<file path="src/rtl/pipe_pkg.sv">
// Shared types and defaults for the parametrised inter-stage pipeline register.
// Holds the occupancy state encoding, the nop fill word and default parameters.
// Optional skid mode is selected per build with macro PIPE_STAGE_SKID_EN.
package pipe_pkg;

  // Occupancy of a stage: EMPTY, one word in the main register, or main + skid.
  typedef enum logic [1:0] {
    EMPTY = 2'd0,
    ONE   = 2'd1,
    TWO   = 2'd2
  } state_t;

  // Base mode only has two states; FULL is the same encoding as ONE.
  localparam state_t FULL = ONE;

  // All-zero instruction word decodes as a nop, so bubbles carry zeros.
  localparam logic [31:0] NOP_WORD = 32'h0000_0000;

  localparam int DEF_WIDTH = 32;
  localparam int DEF_NCH   = 4;
  localparam int DEF_CNT_W = 16;

endpackage

</file>
<file path="src/rtl/pipe_stall_ctr.sv">
// Saturating event counter used to count output stall cycles.
// Latency: count updates on the clock edge after inc is seen.
// Backpressure: none; counts every enabled cycle and holds at all-ones.
// Ports: clk, reset (async, active-low), inc (count enable), cnt (current count).
module pipe_stall_ctr #(
  parameter int CNT_W = 16
) (
  input  logic             clk,
  input  logic             reset,
  input  logic             inc,
  output logic [CNT_W-1:0] cnt
);

  always_ff @(posedge clk or negedge reset) begin
    if (!reset) begin
      cnt <= '0;
    end else if (inc && (cnt != {CNT_W{1'b1}})) begin
      cnt <= cnt + CNT_W'(1);
    end
  end

endmodule

</file>
<file path="src/rtl/pipe_stage_reg.sv">
// Inter-stage pipeline register: NCH channels of WIDTH bits, valid/ready, flush, stall count.
// Latency: 1 cycle from input fire to out_valid/out_data; full throughput with out_ready=1.
// Backpressure: base in_ready = !out_valid || out_ready; PIPE_STAGE_SKID_EN adds a skid slot and registered in_ready.
// Ports: clk, reset (async active-low), flush, in_valid/in_ready/in_data,
//        out_valid/out_ready/out_data, stall_cnt (saturating out_valid && !out_ready cycles).
// Build option: define PIPE_STAGE_SKID_EN for the 2-entry skid-buffer variant.
module pipe_stage_reg
  import pipe_pkg::*;
#(
  parameter int WIDTH = DEF_WIDTH,
  parameter int NCH   = DEF_NCH,
  parameter int CNT_W = DEF_CNT_W
) (
  input  logic                 clk,
  input  logic                 reset,
  input  logic                 flush,
  input  logic                 in_valid,
  output logic                 in_ready,
  input  logic [NCH*WIDTH-1:0] in_data,
  output logic                 out_valid,
  input  logic                 out_ready,
  output logic [NCH*WIDTH-1:0] out_data,
  output logic [CNT_W-1:0]     stall_cnt
);

  localparam int DW = NCH * WIDTH;
  localparam logic [WIDTH-1:0] NOP_CH = WIDTH'(NOP_WORD);
  localparam logic [DW-1:0] NOP_PAYLOAD = {NCH{NOP_CH}};

  state_t        state_q, state_d;
  logic [DW-1:0] main_q, main_d;
  logic          in_fire, out_fire;
  logic          stall_inc;

`ifdef PIPE_STAGE_SKID_EN
  logic [DW-1:0] skid_q, skid_d;
  logic          ready_q;

  // Registered ready: no combinational path from out_ready to in_ready.
  assign in_ready = ready_q;
`else
  assign in_ready = (state_q == EMPTY) || out_ready;
`endif

  assign out_valid = (state_q != EMPTY);
  assign out_data  = main_q;
  assign in_fire   = in_valid && in_ready;
  assign out_fire  = out_valid && out_ready;
  assign stall_inc = out_valid && !out_ready;

  always_comb begin
    state_d = state_q;
    main_d  = main_q;
`ifdef PIPE_STAGE_SKID_EN
    skid_d  = skid_q;
`endif
    if (flush) begin
      // Bubble wins over any input fire in the same cycle.
      state_d = EMPTY;
      main_d  = NOP_PAYLOAD;
`ifdef PIPE_STAGE_SKID_EN
      skid_d  = NOP_PAYLOAD;
`endif
    end else begin
`ifdef PIPE_STAGE_SKID_EN
      case (state_q)
        EMPTY: begin
          if (in_fire) begin
            main_d  = in_data;
            state_d = ONE;
          end
        end
        ONE: begin
          if (in_fire && out_fire) begin
            main_d = in_data;
          end else if (in_fire) begin
            // Downstream stalled: park the new word behind main.
            skid_d  = in_data;
            state_d = TWO;
          end else if (out_fire) begin
            state_d = EMPTY;
          end
        end
        TWO: begin
          if (out_fire) begin
            main_d  = skid_q;
            state_d = ONE;
          end
        end
        default: state_d = EMPTY;
      endcase
`else
      case (state_q)
        EMPTY: begin
          if (in_fire) begin
            main_d  = in_data;
            state_d = FULL;
          end
        end
        default: begin
          // In FULL an input fire implies an output fire (in_ready = out_ready).
          if (out_fire) begin
            if (in_fire) begin
              main_d = in_data;
            end else begin
              state_d = EMPTY;
            end
          end
        end
      endcase
`endif
    end
  end

  always_ff @(posedge clk or negedge reset) begin
    if (!reset) begin
      state_q <= EMPTY;
      main_q  <= NOP_PAYLOAD;
`ifdef PIPE_STAGE_SKID_EN
      skid_q  <= NOP_PAYLOAD;
      ready_q <= 1'b1;
`endif
    end else begin
      state_q <= state_d;
      main_q  <= main_d;
`ifdef PIPE_STAGE_SKID_EN
      skid_q  <= skid_d;
      ready_q <= (state_d != TWO);
`endif
    end
  end

  pipe_stall_ctr #(
    .CNT_W(CNT_W)
  ) u_stall_ctr (
    .clk   (clk),
    .reset (reset),
    .inc   (stall_inc),
    .cnt   (stall_cnt)
  );

endmodule

</file>
<file path="config.mk">
export PLATFORM = sky130hd
export DESIGN_NAME = pipe_stage_reg
export DESIGN_NICKNAME = d
export VERILOG_FILES = /design/src/rtl/pipe_pkg.sv /design/src/rtl/pipe_stall_ctr.sv /design/src/rtl/pipe_stage_reg.sv
export SDC_FILE = /design/constraint.sdc
export NUM_CORES = 1
export LEC_CHECK = 0
export ABC_AREA = 0
export BUFFER_PORTS_ARGS = -buffer_cell sky130_fd_sc_hd__clkbuf_2
export CORE_ASPECT_RATIO = 1.75
export CORE_MARGIN = 2
export CORE_UTILIZATION = 30
export CTS_CLUSTER_DIAMETER = 30
export DETAILED_ROUTE_END_ITERATION = 10
export PLACE_DENSITY = 0.54
export SYNTH_ARGS = -nofsm -noshare
export SYNTH_HDL_FRONTEND = slang
export SYNTH_SLANG_ARGS = --single-unit
</file>
<file path="constraint.sdc">
create_clock -name clk -period 4.75 [get_ports clk]
set_input_delay 0.2375 -clock clk [delete_from_list [all_inputs] [get_ports clk]]
set_output_delay 0.2375 -clock clk [all_outputs]
set_load 0.01 [all_outputs]
</file>
# Word-level counts from Yosys, hierarchy flattened
# Cells that the tools add are included.
[totals]
regBits = 146
inputBits = 133
out_inout_bits = 146
[classes]
eq_ne = 3
add_sub_neg = 1
muxes = 9
reduce_logical = 10
[op_table]
columns = ["operator", "n"]
rows = [
  ["128-bit 2-to-1 mux", 4],
  ["16-bit by 1-bit adder with 16-bit output, second input constant", 1],
  ["16-bit != test, second input constant", 1],
  ["2-bit 2-to-1 mux", 5],
  ["1-bit logical AND", 4],
  ["3-bit by 2-bit != test with 1-bit output, second input constant", 1],
  ["3-bit != test, second input constant", 1],
  ["3-bit AND reduction", 1],
  ["3-bit nonzero test", 1],
  ["2-bit logical NOT", 1],
  ["2-bit nonzero test", 1],
  ["1-bit logical NOT", 1],
  ["1-bit logical OR", 1],
]

# Longest topological paths before layout
# Gate-level depths: netlist of the first run.
[logic_depth]
word_depth = 7
ltp_mapped = 7
mapped_depth_nobuf = 5

# Cells and area by module
# A second synthesis of the first run with hierarchy kept.
[unflattened]
cells_unflattened = 665
area_unflattened_um2 = 6625.1
[modules_own_cells]
columns = ["module", "cells_per_inst", "n_inst", "seq_area_each_um2", "area_per_inst_um2"]
rows = [
  ["pipe_stage_reg", 588, 1, 3228.1, 5740.5],
  ["pipe_stall_ctr", 77, 1, 400.4, 884.6],
]

# Worst setup path after synthesis of the first run
# No wires, ideal clock.
[synth_timing]
path_type = "register -> register"
from = "reg u_stall_ctr.cnt[0]"
to = "reg u_stall_ctr.cnt[9]"
t_arrival_ns = 1.438
slack_ns = 3.187
path_stages_with_launch = 6
setup_ns = 0.125
synth_period_minus_slack_ns = 1.563
n_path_buf = 1
path_cell_list = "dfrtp_1 > and4b_1 > and3_1 > buf_6 > and4_1 > mux2_4"
[synth_between]
elab_chain_cells = 2
word_cells_on_any_way = 3
classes_between = "1 x add/sub; 1 x eq/ne; 1 x reduce/logical"
[synth_lines]
columns = ["element", "line_no", "text"]
rows = [
  ["from (decl)", "pipe_stall_ctr.sv:11", "output logic [CNT_W-1:0] cnt"],
  ["from (signal assigned)", "pipe_stall_ctr.sv:18", "cnt <= cnt + CNT_W'(1);"],
  ["parallel branches: the longest is 2 deep, another holds 16-bit by 1-bit adder with 16-bit output", "--", ""],
]
# Several ways; the timed one is not identified.
# A chain may end at the register's enable or synchronous reset.

# Worst setup path after layout of the first run
[layout_timing]
from = "reg state_q[0]"
to = "reg main_q[19] (netlist: out_data[19])"
[layout_between]
elab_chain_cells = 7
word_cells_on_any_way = 10
classes_between = "4 x mux; 6 x reduce/logical"
[layout_lines]
columns = ["element", "line_no", "text"]
rows = [
  ["from (decl)", "pipe_stage_reg.sv:30", "state_t state_q, state_d;"],
  ["from (signal assigned)", "pipe_stage_reg.sv:124", "state_q <= state_d;"],
  ["2-bit logical NOT", "pipe_stage_reg.sv:42, pipe_stage_reg.sv:93", ""],
  ["1-bit logical OR", "pipe_stage_reg.sv:42", "assign in_ready = (state_q == EMPTY) || out_ready;"],
  ["1-bit logical AND", "pipe_stage_reg.sv:47", "assign in_fire = in_valid && in_ready;"],
  ["128-bit 2-to-1 mux (2 in series)", "--", ""],
  ["128-bit 2-to-1 mux", "pipe_stage_reg.sv:93", "case (state_q)"],
  ["128-bit 2-to-1 mux", "pipe_stage_reg.sv:57", "if (flush) begin"],
  ["to (signal assigned)", "pipe_stage_reg.sv:125", "main_q <= main_d;"],
  ["to (decl)", "pipe_stage_reg.sv:31", "logic [DW-1:0] main_q, main_d;"],
]
# Parallel ways exist; a longest one is shown, timed or not. The select of a mux whose other input is x is not followed.

==> summary.md, run 1 <==
| Metric | Value |
|---|---|
| Result of the run | `finished, final reports clean` |
| Area of the die | `19400 µm²` |
| Std cell rows | `65` |
| Post-detailed-routing wire length | `15500 µm` |
| Gr usage total | `0.161` |
| Seq/Total Area, Yosys | `0.663` |
| Number of sinks on the clock net | `145` |
| Yosys cell types | `33` |
| Post_cts resized | `0` |
| Via-to-Cell Ratio | `4.85` |
| Cell taking the most area after synthesis | `dfrtp_1` |
| Max Clk Rate | `0.416 GHz` |
| Top cells by area, synth | `dfrtp_1, a22o_1, buf_6` |
| WL per Instance | `17.4 µm` |
| Total via count in the routed design | `4304` |
| Maximum vdd ir drop | `0.000229 V` |
| Detail Route Antenna Nets | `0` |
| Cell Area, Synth | `5470 µm²` |
| Clock tree from TritonCTS | `built` |
| Critical Path End Type | `flip-flop` |
| Total number of nets in the final design | `775` |
| Worst EP arrival | `2.74 ns` |
| Maximum level of the CTS H-tree | `4` |
| Total congestion overflow | `0` |
| Clock root buffer | `clkbuf_16` |
| Reg-to-reg endpoint | `out_data[19]` |
| Leakage | `4.13 nW` |
| Reg-to-reg critical path startpoint | `state_q[0]` |
| Critical path peak fanout | `124` |
| Time the final worst path needs with I/O delays and setup | `2.41 ns` |
| Post-synth top area share | `0.663` |
| Clock-pin slew on the worst setup and hold paths | `0.06 ns` |
| Last weighted congestion value of the routability-driven placer | `0.755` |
| Area growth syn-to-layout | `38.6%` |
| Initial standard-cell utilization of the core | `0.304` |
| WS Path Type | `flip-flop to flip-flop` |
| Final Worst Setup Slack | `2.34 ns` |
| IO Pins | `279` |
| Post-synthesis area per instance | `14.8 µm²` |
| Die extent in y | `183 µm` |
| Slew HR | `0.115` |
| Cells after synthesis | `369` |
| Share of the core filled with cells in the final layout | `0.422` |
| Number of design-rule violations left by the first detailed-router iteration | `211` |
| Endpoints failing hold | `0` |
| DRC viols | `0` |
| Worst Hold Launch | `in_data[104]` |
| Hold Worst Slack | `0.0323 ns` |
| Clock buffer depth | `2` |
| Via count of the first global-routing pass | `4620` |
| RSZ-0062 raised after global routing | `no` |
| Pin count of the biggest net entering global routing | `125` |
| Layout Skew | `0.00864 ns` |
| Wire length of the first global-routing pass | `24300 µm` |
| Placement Cell Area | `6930 µm²` |
| Share of post-route cells with drive strength above 1 | `0.490` |
| Period Utilization, post-route | `0.507` |
| Setup TNS after final layout | `0 ns` |
| Worst endpoint required time | `5.08 ns` |
| Max-Cap Viols | `0` |
| Number of buffers created by CTS | `17` |
| Post-Place Setup Slack | `2.39 ns` |
| Latest clock arrival within the worst-skew pair | `0.41 ns` |
| Horizontal extent of the die | `106 µm` |
| Type of the most critical hold path | `input pin to flip-flop` |
| 1st-pass router iterations | `4` |
| Worst reg2reg setup slack | `2.34 ns` |
| HPWL reported at the end of detailed placement | `11100 µm` |
| Hold Crit Endpoint | `out_data[104]` |
| Worst r2r path cells | `6` |
| Core footprint | `18000 µm²` |
| Final setup violating endpoints | `0` |
| Cell count of the worst hold path | `2` |
| Antenna violations before repair | `3` |
| Syn. warnings | `0` |
| Total of buffers placed on input and output ports | `278` |
| Post-synthesis register bit count | `145` |
| Areal power density over the cells | `422 nW/µm²` |
| Startpoint Class | `flip-flop` |
| Worst slew pin tran | `1.33 ns` |
| Final instance area | `7580 µm²` |
| Syn nets | `503` |
| Final Slew Violations | `0` |
## report_power, final
| part | internal, W | total (W) | switching (W) |
|---|---|---|---|
| clock | 0.000945 | 0.00145 | 0.000504 |
| sequential | 0.00132 | 0.00139 | 0.0000655 |
| combinational | 0.000165 | 0.000362 | 0.000198 |
## cell usage after synthesis
library cell	instances
nand2_1	6
inv_1	1
nor2b_1	1
a31oi_1	1
nor3_1	1
ha_1	1
inv_2	1
buf_2	2
a22o_1	128
a21oi_1	9
and4b_1	1
o211ai_1	1
nand4_1	3
nand2b_1	1
or2_1	1
mux2_4	1
o21ai_0	2
nand4b_1	1
xor2_1	5
dfrtp_1	145
mux2i_1	1
nor2_1	7
nand3_1	6
o311ai_1	1
a41oi_1	1
and4_1	1
buf_4	7
a211oi_1	2
buf_6	21
mux2_2	2
xnor2_1	4
and2b_2	1
and3_1	3
## routing by layer
metal,wire length [µm],global-route usage,vias to the layer above
li1,-,-,1947
met1,5800,0.176,2141
met2,8100,0.277,176
met3,987,0.0504,36
met4,532,0.0858,4
met5,27,0,-
## registers in the layout, indices dropped and copies added, names as in the netlist
signal / count
out_data: 128
state_q: 1
u_stall_ctr.cnt: 16
## cell usage in the layout (no fill, tap or decap), drive strengths merged, types with 2 or more instances in the layout
| cell type | instances |
|---|---|
| xor2 | 5 |
| a21oi | 9 |
| o21ai | 2 |
| inv | 2 |
| bufinv | 4 |
| a22o | 128 |
| clkbuf | 299 |
| and3 | 3 |
| nand4 | 3 |
| mux2 | 3 |
| nand2 | 6 |
| dfrtp | 145 |
| buf | 5 |
| clkinv | 2 |
| a211oi | 2 |
| xnor2 | 4 |
| clkinvlp | 3 |
| nand3 | 6 |
| nor2 | 7 |
## worst max path at each step
stage                               to  cells after the start               start  slack [ns]
floorplan           u_stall_ctr.cnt[9]                      5  u_stall_ctr.cnt[0]        3.19
global placement          out_data[83]                      6          state_q[0]        2.50
detailed placement       out_data[112]                      6          state_q[0]        2.39
CTS                      out_data[112]                      6          state_q[0]        2.35
global route              out_data[19]                      6          state_q[0]        2.16
finish                    out_data[19]                      6          state_q[0]        2.34
## logic make-up (layout without fill, tap and decap cells)
family / Yosys count / count (layout) / synth area share
AO/OA/AOI/OAI: 145 / 145 / 0.223
XOR/XNOR: 9 / 9 / 0.0144
adder cells (fa/ha/maj): 1 / 1 / 0.00229
buffers and inverters: 32 / 316 / 0.0560
flip-flops: 145 / 145 / 0.663
multiplexers: 4 / 4 / 0.00869
other: 0 / 1 / 0
AND/OR/NAND/NOR: 33 / 33 / 0.0322
## through the flow
| step | total power [W] | cells |
|---|---|---|
| 2_1_floorplan | 0.00158 | 369 |
| 3_3_place_gp | 0.00177 | 855 |
| 3_5_place_dp | 0.00178 | 855 |
| 4_1_cts | 0.00325 | 887 |
| 5_1_grt | 0.00335 | 887 |
| 6_report | 0.00320 | 888 |
## worst max-delay path: stages, from the launching register on
cell     delay (ns)
dfrtp_1        0.39
and2b_2        0.23
inv_2          0.12
nand2_1        0.10
nor2_4         0.13
buf_4          0.90
a22o_1         0.27
## layout make-up
| cell class | count | area [µm²] |
|---|---|---|
| inverters | 2 | 7.51 |
| diodes | 1 | 2.50 |
| clock inverters | 9 | 153 |
| flip-flops and latches | 145 | 3630 |
| well taps | 234 | 293 |
| multi-input cells | 192 | 1560 |
| clock buffers | 22 | 494 |
| repair buffers | 283 | 1450 |
| fillers | 1717 | 10400 |
## what timing repair did
item,CTS,global route
endpoints found under the hold margin,85,0
hold buffers,1,0
setup buffers,0,0
Note: power is estimated with default switching activity, not from simulation.
==> run 2, diff against run 1 <==
- ABC_AREA: 0 -> 1
- clock period: 4.75 -> 2.1 ns (I/O delays scaled with it)
==> run 2 against run 1 <==
Against the previous run:
- sequential share of layout area down 11 points
- via count rose by 42%
- non-clock buffer count up 136
- flip-flop and latch count stayed put
- fmax rose by 44%
- power up 140%
- final area rose by 30%
- clock skew increased by 0.0020 ns
- synthesized cell count grew 91%
- area after synthesis is 16% higher
==> summary.md, run 2 <==
| Metric | Value |
|---|---|
| Commonest cells after routing, fill and taps aside | `clkbuf_2, dfrtp_1, inv_1` |
| Via-to-Cell Ratio | `4.50` |
| Latest clock arrival within the worst-skew pair | `0.42 ns` |
| Initial standard-cell utilization of the core | `0.305` |
| N_diodes | `0` |
| Horizontal extent of the die | `114 µm` |
| Portion of total power attributed to combinational logic | `0.170` |
| Routed metal-1 wire length | `7470 µm` |
| Worst reg2reg setup slack | `0.43 ns` |
| HPWL reported at the end of detailed placement | `12800 µm` |
| Worst r2r path cells | `9` |
| Reg-to-reg critical path startpoint | `u_stall_ctr.cnt[0]` |
| Count of hold buffers inserted by post-cts repair | `130` |
| Time the final worst path needs with I/O delays and setup | `1.67 ns` |
| Most common library cell in the layout ignoring fill and taps | `clkbuf_2` |
| Source of the critical timing path | `u_stall_ctr.cnt[0]` |
| Fraction of power spent switching nets | `0.272` |
| Maximum vdd ir drop | `0.000480 V` |
| IO Pins | `279` |
| Hold Crit Endpoint | `state_q[0]` |
| Final Slew Violations | `0` |
| Areal power density over the cells | `772 nW/µm²` |
| Period Utilization, post-route | `0.795` |
| Post_cts resized | `0` |
| Switching power | `0.00207 W` |
| Seq/Total Area, Yosys | `0.571` |
| Top layer used by detailed routing | `met4` |
| Total congestion overflow | `0` |
| Number of flip-flops in the largest register | `128` |
| WL per Instance | `14.2 µm` |
| Met2 routed wirelength | `10100 µm` |
| Antenna violations before repair | `0` |
| Post-synthesis register bit count | `145` |
| Placement Cell Area | `7940 µm²` |
| Setup TNS after final layout | `0 ns` |
| Detailed-routed wire length on met3 | `1160 µm` |
| Area growth syn-to-layout | `54.8%` |
| Wire length of the first global-routing pass | `30700 µm` |
| RSZ-0062 raised after global routing | `no` |
| Worst slew pin tran | `0.641 ns` |
| Detail Route Antenna Nets | `0` |
| Number of buffers created by CTS | `17` |
| Clock buffer depth | `2` |
| Worst Hold Launch | `in_valid` |
| Max stage delay on crit path | `0.45 ns` |
| Endpoints failing hold | `0` |
| Syn nets | `838` |
| Last weighted congestion value of the routability-driven placer | `0.812` |
| Gr usage total | `0.174` |
| Yosys cell types | `24` |
| Leakage | `5.01 nW` |
| Clock group share of total power | `0.406` |
| Die extent in y | `197 µm` |
| Pin count of the biggest net entering global routing | `129` |
| Max Clk Rate | `0.599 GHz` |
| Top cells by area, synth | `dfrtp_1, nand3_1, o21ai_0` |
| Cell count of the worst hold path | `3` |
| WS Path Type | `flip-flop to flip-flop` |
| Clock-pin slew on the worst setup and hold paths | `0.07 ns` |
| Final setup violating endpoints | `0` |
| Maximum level of the CTS H-tree | `4` |
| Leading post-synthesis cells by instance count | `dfrtp_1, inv_1, nand3_1, o21ai_0, nand2_1` |
| Final instance area | `9840 µm²` |
| Number of enable flip-flop cells after synthesis | `0` |
| Startpoint Class | `flip-flop` |
| DRC viols | `0` |
| Worst endpoint required time | `2.41 ns` |
| Flop pwr share | `0.424` |
| Async set-reset flop share out of synthesis | `1.00` |
| Critical Path End Type | `flip-flop` |
| Result of the run | `finished, final reports clean` |
| Cell taking the most area after synthesis | `dfrtp_1` |
| 1st-pass router iterations | `5` |
| Total number of nets in the final design | `1233` |
| Cell Area, Synth | `6360 µm²` |
| Post-detailed-routing wire length | `19400 µm` |
| Reg-to-reg endpoint | `u_stall_ctr.cnt[9]` |
| Slew HR | `0.573` |
| Post-synth top area share | `0.571` |
| Max-Cap Viols | `0` |
| Type of the most critical hold path | `input pin to flip-flop` |
| Std cell rows | `70` |
| Critical path peak fanout | `11` |
| Worst path most repeated cell | `nor2_4` |
| Area of the die | `22400 µm²` |
| Internal power | `0.00553 W` |
| Total of buffers placed on input and output ports | `278` |
| Clock tree from TritonCTS | `built` |
| CP max stage cell | `dfrtp_1` |
| Clock root buffer | `clkbuf_16` |
| Count leader, synth | `dfrtp_1` |
| Core footprint | `20800 µm²` |
| Hold Worst Slack | `0.0340 ns` |
| Share of post-route cells with drive strength above 1 | `0.307` |
| Cells after synthesis | `704` |
| Number of design-rule violations left by the first detailed-router iteration | `264` |
| Worst EP arrival | `1.98 ns` |
| Top FF cell, synth | `dfrtp_1` |
| Post-synthesis area per instance | `9.03 µm²` |
| Number of sinks on the clock net | `145` |
| Syn. warnings | `0` |
| Total via count in the routed design | `6133` |
| Via count of the first global-routing pass | `6295` |
| Cell breakdown of the critical path | `ha_1 -> inv_1 -> nor2_4 -> nand2_4 -> nor2_4 -> nor2_2 -> buf_4 -> nand2_1 -> o21ai_2` |
| # Post-CTS Setup Buffers | `0` |
| Layout Skew | `0.0106 ns` |
-- run 2: cell count changes in the layout (fill, tap and decap cells not counted), sizes merged, moves of 15 or more --
cell / delta
inv: +142
nor2: +15
nand2: +57
dlygate4sd3: +129
o21ai: +136
nand3: +129
a22o: -128
-- run 2: worst max path at each step --
stage	to	cells past startpoint	slack, ns
2_1_floorplan	u_stall_ctr.cnt[10]	9	0.57
3_3_place_gp	u_stall_ctr.cnt[9]	9	0.46
3_5_place_dp	u_stall_ctr.cnt[9]	9	0.41
4_1_cts	u_stall_ctr.cnt[9]	9	0.41
5_1_grt	u_stall_ctr.cnt[15]	9	0.27
6_report	u_stall_ctr.cnt[9]	9	0.43
-- run 2: power groups by stage --
stage | Sequential [W] | Clock, W | Combinational [W]
global placement | 0.00326 | 0 | 0.00110
detailed placement | 0.00327 | 0 | 0.00110
global route | 0.00326 | 0.00331 | 0.00144
CTS | 0.00322 | 0.00321 | 0.00131
floorplan | 0.00336 | 0 | 0.000444
finish | 0.00322 | 0.00309 | 0.00129
-- run 2: per-stage QoR --
stage	util	worst slack, ns	instances	total power [W]
floorplan	-	0.573	704	0.00380
global route	0.472	0.268	1364	0.00801
CTS	0.472	0.408	1364	0.00773
finish	0.472	0.429	1364	0.00760
detailed placement	0.381	0.410	1202	0.00437
global placement	0.381	0.459	1202	0.00436
-- run 2: cell type report --
class                   instances  area [µm²]
inverters                     144         543
repair buffers                419        2860
flip-flops and latches        145        3630
clock buffers                  23         498
fillers                      2012       11000
well taps                     252         315
multi-input cells             372        1900
clock inverters                 9         104
-- run 2: cell families after synthesis --
kind of cell               share of synthesized area
xor gates and xnor gates                     0.00689
adders and majority gates                    0.00197
buffers and inverters                          0.131
AOI/OAI and AO/OA                              0.113
and+or+nand+nor                                0.176
DFF                                            0.571
-- run 2: worst max-delay path, delay by kind of cell, from the launching register on --
kind	cells	cell delay [ns]
and+or+nand+nor	5	0.49
DFF	1	0.45
adders and majority gates	1	0.30
buffers and inverters	2	0.28
AOI/OAI and AO/OA	1	0.05
-- run 2: metal layers --
layer,track usage,up-vias
li1,-,3036
met1,0.184,2832
met2,0.319,225
met3,0.0431,40
met4,0.0777,0
met5,0,-
